<file path="src/rtl/rb_arb_pkg.sv">
// rtl/rb_arb_pkg.sv - shared types and constants for the register bus arbiter
package rb_arb_pkg;

  typedef enum logic [1:0] {
    ST_IDLE   = 2'd0,
    ST_ACCESS = 2'd1,
    ST_DONE   = 2'd2
  } state_e;

  localparam int DEF_ADDR_W = 8;
  localparam int DEF_DATA_W = 32;

  // Width of the watchdog counter; it only has to reach TIMEOUT-1
  function automatic int wd_width(input int timeout);
    return $clog2(timeout);
  endfunction

endpackage

</file>
<file path="src/rtl/rb_rr_pick.sv">
// rtl/rb_rr_pick.sv - combinational round-robin requester selector
module rb_rr_pick #(
  parameter int NUM_REQ = 2,
  parameter int IDX_W   = (NUM_REQ > 1) ? $clog2(NUM_REQ) : 1
) (
  input  logic [NUM_REQ-1:0] req,
  input  logic [IDX_W-1:0]   last_owner,
  output logic [NUM_REQ-1:0] grant,
  output logic [IDX_W-1:0]   grant_idx,
  output logic               any_req
);

  // Scan upward from the slot after last_owner, wrapping, and take the first requester
  always_comb begin
    int               cand;
    logic [IDX_W-1:0] cand_idx;
    any_req   = 1'b0;
    grant_idx = '0;
    grant     = '0;
    cand      = 0;
    cand_idx  = '0;
    for (int k = 1; k <= NUM_REQ; k++) begin
      cand     = (int'(last_owner) + k) % NUM_REQ;
      cand_idx = IDX_W'(cand);
      if (!any_req && req[cand_idx]) begin
        any_req   = 1'b1;
        grant_idx = cand_idx;
      end
    end
    if (any_req) begin
      grant[grant_idx] = 1'b1;
    end
  end

endmodule

</file>
<file path="src/rtl/rb_bus_arbiter.sv">
// rtl/rb_bus_arbiter.sv - round-robin arbiter sharing one register bus between masters
module rb_bus_arbiter
  import rb_arb_pkg::*;
#(
  parameter int NUM_REQ = 2,
  parameter int ADDR_W  = DEF_ADDR_W,
  parameter int DATA_W  = DEF_DATA_W,
  parameter int TIMEOUT = 16
) (
  input  logic                      clk,
  input  logic                      reset,
  input  logic [NUM_REQ-1:0]        req,
  input  logic [NUM_REQ-1:0]        req_write,
  input  logic [NUM_REQ*ADDR_W-1:0] req_addr,
  input  logic [NUM_REQ*DATA_W-1:0] req_wdata,
  output logic [NUM_REQ-1:0]        grant,
  output logic [NUM_REQ-1:0]        done,
  output logic [DATA_W-1:0]         rsp_rdata,
  output logic                      rsp_err,
  output logic                      timeout,
  output logic                      wstrobe,
  output logic                      rstrobe,
  output logic [ADDR_W-1:0]         waddr,
  output logic [ADDR_W-1:0]         raddr,
  output logic [DATA_W-1:0]         wdata,
  input  logic [DATA_W-1:0]         rdata,
  input  logic                      rack,
  input  logic                      raddrerr,
  input  logic                      wack,
  input  logic                      waddrerr
);

  localparam int               IDX_W    = (NUM_REQ > 1) ? $clog2(NUM_REQ) : 1;
  localparam int               WD_W     = wd_width(TIMEOUT);
  localparam logic [WD_W-1:0]  WD_LAST  = WD_W'(TIMEOUT - 1);
  localparam logic [IDX_W-1:0] LAST_RST = IDX_W'(NUM_REQ - 1);

  state_e                state_q, state_d;
  logic [IDX_W-1:0]      last_q, last_d;
  logic [WD_W-1:0]       wd_q, wd_d;
  logic                  dir_q, dir_d;
  logic [NUM_REQ-1:0]    grant_q, grant_d;
  logic [NUM_REQ-1:0]    done_q, done_d;
  logic [DATA_W-1:0]     rsp_rdata_q, rsp_rdata_d;
  logic                  rsp_err_q, rsp_err_d;
  logic                  timeout_q, timeout_d;
  logic                  wstrobe_q, wstrobe_d;
  logic                  rstrobe_q, rstrobe_d;
  logic [ADDR_W-1:0]     waddr_q, waddr_d;
  logic [ADDR_W-1:0]     raddr_q, raddr_d;
  logic [DATA_W-1:0]     wdata_q, wdata_d;

  logic [NUM_REQ-1:0]    pick_grant;
  logic [IDX_W-1:0]      pick_idx;
  logic                  pick_any;
  logic                  pick_write;
  logic [ADDR_W-1:0]     pick_addr;
  logic [DATA_W-1:0]     pick_wdata;
  logic                  bus_ack;
  logic                  bus_err;

  rb_rr_pick #(
    .NUM_REQ (NUM_REQ),
    .IDX_W   (IDX_W)
  ) u_pick (
    .req        (req),
    .last_owner (last_q),
    .grant      (pick_grant),
    .grant_idx  (pick_idx),
    .any_req    (pick_any)
  );

  // Select the chosen master's request fields and the response pair matching the latched direction
  always_comb begin
    pick_write = req_write[pick_idx];
    pick_addr  = req_addr[int'(pick_idx)*ADDR_W +: ADDR_W];
    pick_wdata = req_wdata[int'(pick_idx)*DATA_W +: DATA_W];
    bus_ack    = dir_q ? wack : rack;
    bus_err    = dir_q ? waddrerr : raddrerr;
  end

  // Next-state and next-output computation for the IDLE/ACCESS/DONE sequence
  always_comb begin
    state_d     = state_q;
    last_d      = last_q;
    wd_d        = wd_q;
    dir_d       = dir_q;
    grant_d     = grant_q;
    done_d      = '0;
    rsp_rdata_d = rsp_rdata_q;
    rsp_err_d   = rsp_err_q;
    timeout_d   = 1'b0;
    wstrobe_d   = wstrobe_q;
    rstrobe_d   = rstrobe_q;
    waddr_d     = waddr_q;
    raddr_d     = raddr_q;
    wdata_d     = wdata_q;
    unique case (state_q)
      ST_IDLE: begin
        if (pick_any) begin
          state_d   = ST_ACCESS;
          last_d    = pick_idx;
          grant_d   = pick_grant;
          dir_d     = pick_write;
          wd_d      = '0;
          wstrobe_d = pick_write;
          rstrobe_d = !pick_write;
          waddr_d   = pick_write ? pick_addr : '0;
          raddr_d   = pick_write ? '0 : pick_addr;
          wdata_d   = pick_write ? pick_wdata : '0;
        end
      end
      ST_ACCESS: begin
        if (bus_ack || bus_err || (wd_q == WD_LAST)) begin
          state_d     = ST_DONE;
          done_d      = grant_q;
          wstrobe_d   = 1'b0;
          rstrobe_d   = 1'b0;
          waddr_d     = '0;
          raddr_d     = '0;
          wdata_d     = '0;
          // A real response on the expiry cycle takes precedence over the watchdog
          if (bus_ack || bus_err) begin
            rsp_err_d   = bus_err;
            rsp_rdata_d = (!dir_q && bus_ack && !bus_err) ? rdata : '0;
          end else begin
            rsp_err_d   = 1'b1;
            rsp_rdata_d = '0;
            timeout_d   = 1'b1;
          end
        end else begin
          wd_d = wd_q + 1'b1;
        end
      end
      ST_DONE: begin
        state_d     = ST_IDLE;
        grant_d     = '0;
        wd_d        = '0;
        rsp_err_d   = 1'b0;
        rsp_rdata_d = '0;
      end
      default: begin
        state_d = ST_IDLE;
      end
    endcase
  end

  // State and registered outputs, cleared by synchronous reset
  always_ff @(posedge clk) begin
    if (reset) begin
      state_q     <= ST_IDLE;
      last_q      <= LAST_RST;
      wd_q        <= '0;
      dir_q       <= 1'b0;
      grant_q     <= '0;
      done_q      <= '0;
      rsp_rdata_q <= '0;
      rsp_err_q   <= 1'b0;
      timeout_q   <= 1'b0;
      wstrobe_q   <= 1'b0;
      rstrobe_q   <= 1'b0;
      waddr_q     <= '0;
      raddr_q     <= '0;
      wdata_q     <= '0;
    end else begin
      state_q     <= state_d;
      last_q      <= last_d;
      wd_q        <= wd_d;
      dir_q       <= dir_d;
      grant_q     <= grant_d;
      done_q      <= done_d;
      rsp_rdata_q <= rsp_rdata_d;
      rsp_err_q   <= rsp_err_d;
      timeout_q   <= timeout_d;
      wstrobe_q   <= wstrobe_d;
      rstrobe_q   <= rstrobe_d;
      waddr_q     <= waddr_d;
      raddr_q     <= raddr_d;
      wdata_q     <= wdata_d;
    end
  end

  assign grant     = grant_q;
  assign done      = done_q;
  assign rsp_rdata = rsp_rdata_q;
  assign rsp_err   = rsp_err_q;
  assign timeout   = timeout_q;
  assign wstrobe   = wstrobe_q;
  assign rstrobe   = rstrobe_q;
  assign waddr     = waddr_q;
  assign raddr     = raddr_q;
  assign wdata     = wdata_q;

endmodule

</file>
<file path="config.mk">
export PLATFORM = sky130hd
export DESIGN_NAME = rb_bus_arbiter
export DESIGN_NICKNAME = d
export VERILOG_FILES = /design/src/rtl/rb_arb_pkg.sv /design/src/rtl/rb_rr_pick.sv /design/src/rtl/rb_bus_arbiter.sv
export SDC_FILE = /design/constraint.sdc
export NUM_CORES = 1
export LEC_CHECK = 0
export BUFFER_PORTS_ARGS = -buffer_cell sky130_fd_sc_hd__buf_2
export CORE_ASPECT_RATIO = 1.75
export CORE_MARGIN = 1.5
export CORE_UTILIZATION = 45
export CTS_CLUSTER_SIZE = 20
export DETAILED_ROUTE_END_ITERATION = 10
export GPL_ROUTABILITY_DRIVEN = 0
export PLACE_DENSITY = 0.78
export SLEW_MARGIN = 40
export SYNTH_ARGS = -nofsm -noshare
export SYNTH_HDL_FRONTEND = slang
export SYNTH_SLANG_ARGS = --single-unit
</file>
<file path="constraint.sdc">
create_clock -name clk -period 1.7 [get_ports clk]
set_input_delay 0.34 -clock clk [delete_from_list [all_inputs] [get_ports clk]]
set_output_delay 0.34 -clock clk [all_outputs]
set_load 0.01 [all_outputs]
</file>
; ---- Word-level counts from Yosys, hierarchy flattened
; Cells that the tools add are included.
; W data, S select, Z words.
[word_totals]
register_bits = 96
in_bits = 122
out_inout_bits = 88
wordCells = 99
[classes]
add_sub_neg = 3
order_cmp = 4
n_eq_ne = 6
shift = 2
n_mux = 46
bitwise_logic = 2
n_reduce_logical = 22
[ops]
columns = op, count
row1 = $mux W32, 6
row2 = $pmux W32 S2, 2
row3 = $shiftx A64 B7 Y32, 1
row4 = $mux W8, 5
row5 = $pmux W8 S2, 2
row6 = $mux W1, 19
row7 = $shiftx A16 B5 Y8, 1
row8 = $pmux W4 S3, 1
row9 = $mux W4, 2
row10 = $pmux W2 S2, 2
row11 = $reduce_and A2 Y1, 4
row12 = $lt A1 B2 Y1 const B, 3
row13 = $mux W2, 3
row14 = $ne A2 B2 Y1 const B, 3
row15 = $pmux W1 S2, 3
row16 = $reduce_and A3 Y1, 2
row17 = $reduce_bool A2 Y1, 3
row18 = $add A4 B1 Y4 const B, 1
row19 = $eq A4 B4 Y1 const B, 1
row20 = $logic_and A1 B1 Y1, 4
row21 = $logic_not A1 Y1, 4
row22 = $reduce_bool A3 Y1, 1
row23 = $reduce_or A3 Y1, 1
row24 = $add A1 B1 Y1 const B, 2
row25 = 7 further kinds, 9

; ---- Longest topological paths before layout
[depth]
depth_word = 13
ltp_mapped = 7
ltp_nobuf = 5

; ---- Hierarchy
; Synthesis repeated with hierarchy kept, for this count alone.
[hier_totals]
cells_unflattened = 393
hier_area_um2 = 4117.7
[modules_own_cells]
columns = module, n_inst, cells_per_inst, area_each_um2, seq_area_each_um2
row1 = rb_bus_arbiter, 1, 388, 4085.2, 1921.8
row2 = rb_rr_pick, 1, 5, 32.5, 0.0

; ---- Worst setup path before layout
; OpenSTA, ideal clock, no wires.
[synth_path]
path_type = input -> register
from = in req[1]
to = reg wdata_q[0], in the netlist wdata[0]
setup_ns = 0.125
arrival_time_ns = 1.415
required_time_ns = 1.575
slack_ns = 0.159
stages = 5
n_path_buf = 1
path_cell_list = a21boi_0 > mux2_2 > nand3_1 > clkbuf_1 > o2bb2ai_1
[synth_between]
elab_chain_cells = 11
word_cells_on_any_way = 18
cone_classes = 1 x eq/ne / 1 x shift / 13 x mux / 3 x reduce/logical
[synth_rtl]
columns = element, line_no
row1 = from (decl), rb_bus_arbiter.sv:12  ; input logic [NUM_REQ-1:0] req,
row2 = "parallel branches: the longest is 11 deep, another holds $shiftx A64 B7 Y32", --
row3 = to (signal assigned), rb_bus_arbiter.sv:179  ; wdata_q <= wdata_d;
row4 = to (decl), rb_bus_arbiter.sv:51  ; logic [DATA_W-1:0] wdata_q, wdata_d;
; Parallel ways; which one is timed is not known. The select of a mux whose other input is x is not followed.
; A chain may end at the register's enable or synchronous reset.

; ---- Final worst setup path
[layout_path]
from = reg state_q[0]
to = reg waddr_q[5], in the netlist waddr[5]
[layout_between]
elab_chain_cells = 3
word_cells_on_any_way = 7
cone_classes = 3 x eq/ne / 1 x mux / 3 x reduce/logical
[layout_rtl]
columns = element, line_no
row1 = from (decl), rb_bus_arbiter.sv:38  ; state_e state_q, state_d;
row2 = from (signal assigned), rb_bus_arbiter.sv:166  ; state_q <= state_d;
row3 = $eq A2 B1 Y1 or $logic_not A2 Y1 (tied branches), rb_bus_arbiter.sv:98  ; unique case (state_q)
row4 = $ne A2 B2 Y1 (no line) or $reduce_bool A2 Y1 (tied branches), --
row5 = $reduce_and A3 Y1 (no line), --
row6 = to (signal assigned), rb_bus_arbiter.sv:177  ; waddr_q <= waddr_d;
row7 = to (decl), rb_bus_arbiter.sv:49  ; logic [ADDR_W-1:0] waddr_q, waddr_d;
; Parallel ways exist; a longest one is shown, timed or not.

==> metrics.cfg <==
[setup_path]
rr_endpoint=waddr[5]
worst-path-max-fanout=25
arrival_ns=1.90
cpMostUsedCell=sky130_fd_sc_hd__buf_4
worst_setup_path_end_kind=register
r2r_cells=7
worstPathBufferInverterCount=4
worstPathRequired_ns=1.98
worstSetupStartpointType=register
critical-path-max-stage-delay_ns=0.33
crit_cells=7
reg2reg_setup_slack_ns=0.08
path_class=reg -> reg
path_delay_family=buffers and inverters
worst_path_max_delay_cell=sky130_fd_sc_hd__dfxtp_1
path_cells=buf_4 > nor2b_2 > buf_4 > a211oi_4 > buf_4 > buf_12 > a22o_1
timing.rr.start=state_q[0]

[power]
share_clk_of_total_power_pct=40.8
p_int_uw=4280
comb_power_share_pct=16.5
pwr-share-seq_pct=42.8
power_switching_uw=1430
pwr_density_cell_mw_per_mm2=1020
power.leakage_uw=0.00267
vdd_ir_drop_max_uv=642
sw_frac_of_total_pct=25.0

[timing]
min_period_over_period_pct=95.0
fin_ws_ns=0.0848
tns_ns=0
grt_setup_unrepaired=no
period_minus_slack_ns=1.62
finalHoldViolations=0
worst_clock_skew_ns=0.00702
timing.hold.ws_ns=0.235
worst_slew_pin_slew_ns=0.397
timing.final.setup_violations=0
worst_slew_margin_rel_pct=73.4
clock.fmax_ghz=0.619
timing_max_transition_violations_final=0

[global_routing]
grtUsageMet1_pct=25.5
globalRouteOverflowTotal=0
global_route.usage.met3_pct=6.88
wire_length_of_the_first_global_routing_pass_mm=17.6
pin_count_of_the_biggest_net_entering_global_routing=50
grt_pass1_vias=3820
groute.layer.met2.usage_pct=44.9
grt.busiest_layer=met2
gr-usage-all-layers_pct=24.7
grt_antenna_before_repair=0

[floorplanning]
core.rowCount=44
die_width_um=73.1
initial_utilization_pct=46.5
die_h_um=126
num_io_pins=210
dieArea_mm2=0.00918
core_footprint_mm2=0.00831

[yosys]
post_synth_inst_count=397
yosys_most_used_dff=sky130_fd_sc_hd__dfxtp_1
synth.avg_cell_area_um2=9.74
synth_top_area_cell=sky130_fd_sc_hd__dfxtp_1
yosysWarnings=0
ys_seq_area_share_pct=49.7
netlist_area_mm2=0.00387
synth.top_cells.by_area=sky130_fd_sc_hd__dfxtp_1, sky130_fd_sc_hd__mux2i_1, sky130_fd_sc_hd__o2bb2ai_1, sky130_fd_sc_hd__o211ai_1, sky130_fd_sc_hd__a21oi_1
synth_nets=520
ys_types=38
synth-seq-cells=96
synth.top_cell.area_share_pct=49.7
synth_enable_flop_cells=0
asyncSetResetFlopFracSynth_pct=0

[place]
dp.final_hpwl_mm=8.33
post_place_worst_slack_ns=-0.0358
dpl_cell_area_mm2=0.00517
numPortBuffers=209

[layout]
nets=734
design_area_mm2=0.00558
layout.core_utilization_pct=67.1
diodes=0
area.growth.synth_to_final_pct=44.3
filler_cells=658
final_layout_size_suffix_gt1_share_pct=43.5

[status]
status=complete, no violations

[routing]
drt_pre_antenna_iters=4
route.vias.total=3901
drtIter0Drc=193
drc_errors=0
post_detailed_route_count_of_antenna_violating_nets=0
viasPerCell=5.34
routed_wire_length_per_instance_um=15.6
postRouteWirelength_mm=11.4

[min_path]
hold_path_end=rsp_rdata[18]
worst_hold_startpoint=rdata[18]
min-delay-path-class=in -> reg
hold_depth=3

[clock_network]
cts-root-to-sink-buffers=2
cts.clk_slew.worst_paths_ns=0.06
cts_max_level=3
insertion_delay_of_the_later_clocked_pin_in_the_worst_skew_pair_ns=0.34
cts_root_buffer=sky130_fd_sc_hd__clkbuf_16
numClockSinks=96
cts_buf_count=9
tritoncts=done

[flow_run]
drv_cap=0

worst reg2reg max path: stages, from the launching register on:
cell and delay (ns):
sky130_fd_sc_hd__dfxtp_1 0.33, sky130_fd_sc_hd__buf_4 0.16, sky130_fd_sc_hd__nor2b_2 0.16, sky130_fd_sc_hd__buf_4 0.17, sky130_fd_sc_hd__a211oi_4 0.22, sky130_fd_sc_hd__buf_4 0.18
sky130_fd_sc_hd__buf_12 0.18, sky130_fd_sc_hd__a22o_1 0.17
per-layer routing:
| metal | part of all wire, % | up-vias |
|---|---|---|
| met5 | 0 | - |
| met4 | 2.1 | 0 |
| met3 | 6.2 | 20 |
| met2 | 54 | 172 |
| met1 | 38 | 1807 |
| li1 | - | 1902 |
worst max-delay path by stage:
| stage | from | end |
|---|---|---|
| global route | state_q[0] | raddr[4] |
| finish | state_q[0] | waddr[5] |
| floorplan | req[1] | wdata[0] |
| global placement | req[1] | wstrobe |
| CTS | dir_q | waddr[5] |
| detailed placement | req[1] | wdata[12] |
cells in the mapped netlist, types with 3 or more instances:
cell                         n
sky130_fd_sc_hd__or2_2       3
sky130_fd_sc_hd__o2bb2ai_1  32
sky130_fd_sc_hd__o211ai_1   31
sky130_fd_sc_hd__clkbuf_1   15
sky130_fd_sc_hd__a21oi_1    43
sky130_fd_sc_hd__dfxtp_1    96
sky130_fd_sc_hd__nand3_1     6
sky130_fd_sc_hd__nand4_1     4
sky130_fd_sc_hd__nand2_1    51
sky130_fd_sc_hd__buf_4       3
sky130_fd_sc_hd__mux2i_1    33
sky130_fd_sc_hd__o21ai_0     7
sky130_fd_sc_hd__nor3_1      4
sky130_fd_sc_hd__nor2_1      9
sky130_fd_sc_hd__nor2b_1     3
sky130_fd_sc_hd__buf_2      11
sky130_fd_sc_hd__a22o_1     17
power groups by stage:
| stage | clock network [uW] | registers, uW | logic (uW) |
|---|---|---|---|
| after floorplan | 0 | 2530 | 420 |
| after global placement | 0 | 2480 | 884 |
| after detailed placement | 0 | 2490 | 905 |
| after CTS | 2350 | 2440 | 909 |
| after global routing | 2440 | 2450 | 1020 |
| final | 2330 | 2440 | 939 |
flip-flops by register name (all words and copies together), names as in the netlist:
register and count:
wdata 32, done 2, raddr 8, grant 2
last_q 1, wstrobe 1, rsp_err 1, state_q 2
waddr 8, dir_q 1, wd_q 4, rsp_rdata 32
timeout 1, rstrobe 1
cell families (layout without fill, tap and decap cells):
logic type | Yosys count | count (layout) | synth area share, %
buffers and inverters | 33 | 252 | 4.04
adders and majority gates | 1 | 1 | 0.323
and+or+nand+nor | 92 | 92 | 11.2
AOI/OAI and AO/OA | 141 | 141 | 25.9
DFF | 96 | 96 | 49.7
muxes | 34 | 34 | 8.83
timing repair:
action                     4_1_cts  5_1_grt
hold buffers                     0        0
setup endpoints to repair        0       54
setup buffers                    0        1
resized for setup                0        7
through the flow:
stage,power (uW),std cells
finish,5710,731
global route,5920,731
CTS,5700,728
detailed placement,3390,712
global placement,3370,712
floorplan,2950,397
cell usage in the layout (no fill, tap or decap), types with 2 or more instances in the layout:
cell type | Yosys | final
sky130_fd_sc_hd__buf_2 | 11 | 209
sky130_fd_sc_hd__nor2b_1 | 3 | 2
sky130_fd_sc_hd__buf_12 | 0 | 7
sky130_fd_sc_hd__o2bb2ai_1 | 32 | 32
sky130_fd_sc_hd__o21a_2 | 0 | 2
sky130_fd_sc_hd__nand4_1 | 4 | 4
sky130_fd_sc_hd__nor2_2 | 2 | 3
sky130_fd_sc_hd__mux2i_1 | 33 | 33
sky130_fd_sc_hd__nand2_1 | 51 | 51
sky130_fd_sc_hd__a22o_1 | 17 | 17
sky130_fd_sc_hd__o21ai_0 | 7 | 7
sky130_fd_sc_hd__a31oi_1 | 2 | 2
sky130_fd_sc_hd__a21oi_1 | 43 | 43
sky130_fd_sc_hd__bufinv_16 | 0 | 3
sky130_fd_sc_hd__nor3_1 | 4 | 4
sky130_fd_sc_hd__buf_4 | 3 | 16
sky130_fd_sc_hd__nor2_1 | 9 | 8
sky130_fd_sc_hd__o211ai_1 | 31 | 31
sky130_fd_sc_hd__inv_1 | 2 | 2
sky130_fd_sc_hd__nand3_1 | 6 | 5
sky130_fd_sc_hd__dfxtp_1 | 96 | 95
sky130_fd_sc_hd__or3_1 | 2 | 2
sky130_fd_sc_hd__nand2b_1 | 2 | 2
sky130_fd_sc_hd__a22oi_1 | 2 | 2
sky130_fd_sc_hd__clkbuf_16 | 0 | 10
sky130_fd_sc_hd__or2_2 | 3 | 3
sky130_fd_sc_hd__and3_1 | 2 | 2
layout make-up:
class | count | area (um2) | share of cell area, %
clock buffer | 11 | 243 | 4.35
clock inverter | 5 | 104 | 1.86
inverter | 2 | 7.51 | 0.135
multi-input combinational | 268 | 1820 | 32.6
sequential | 96 | 1920 | 34.5
tap | 115 | 144 | 2.58
timing repair buffer | 234 | 1340 | 24.1
(Power assumes the default switching activity.)
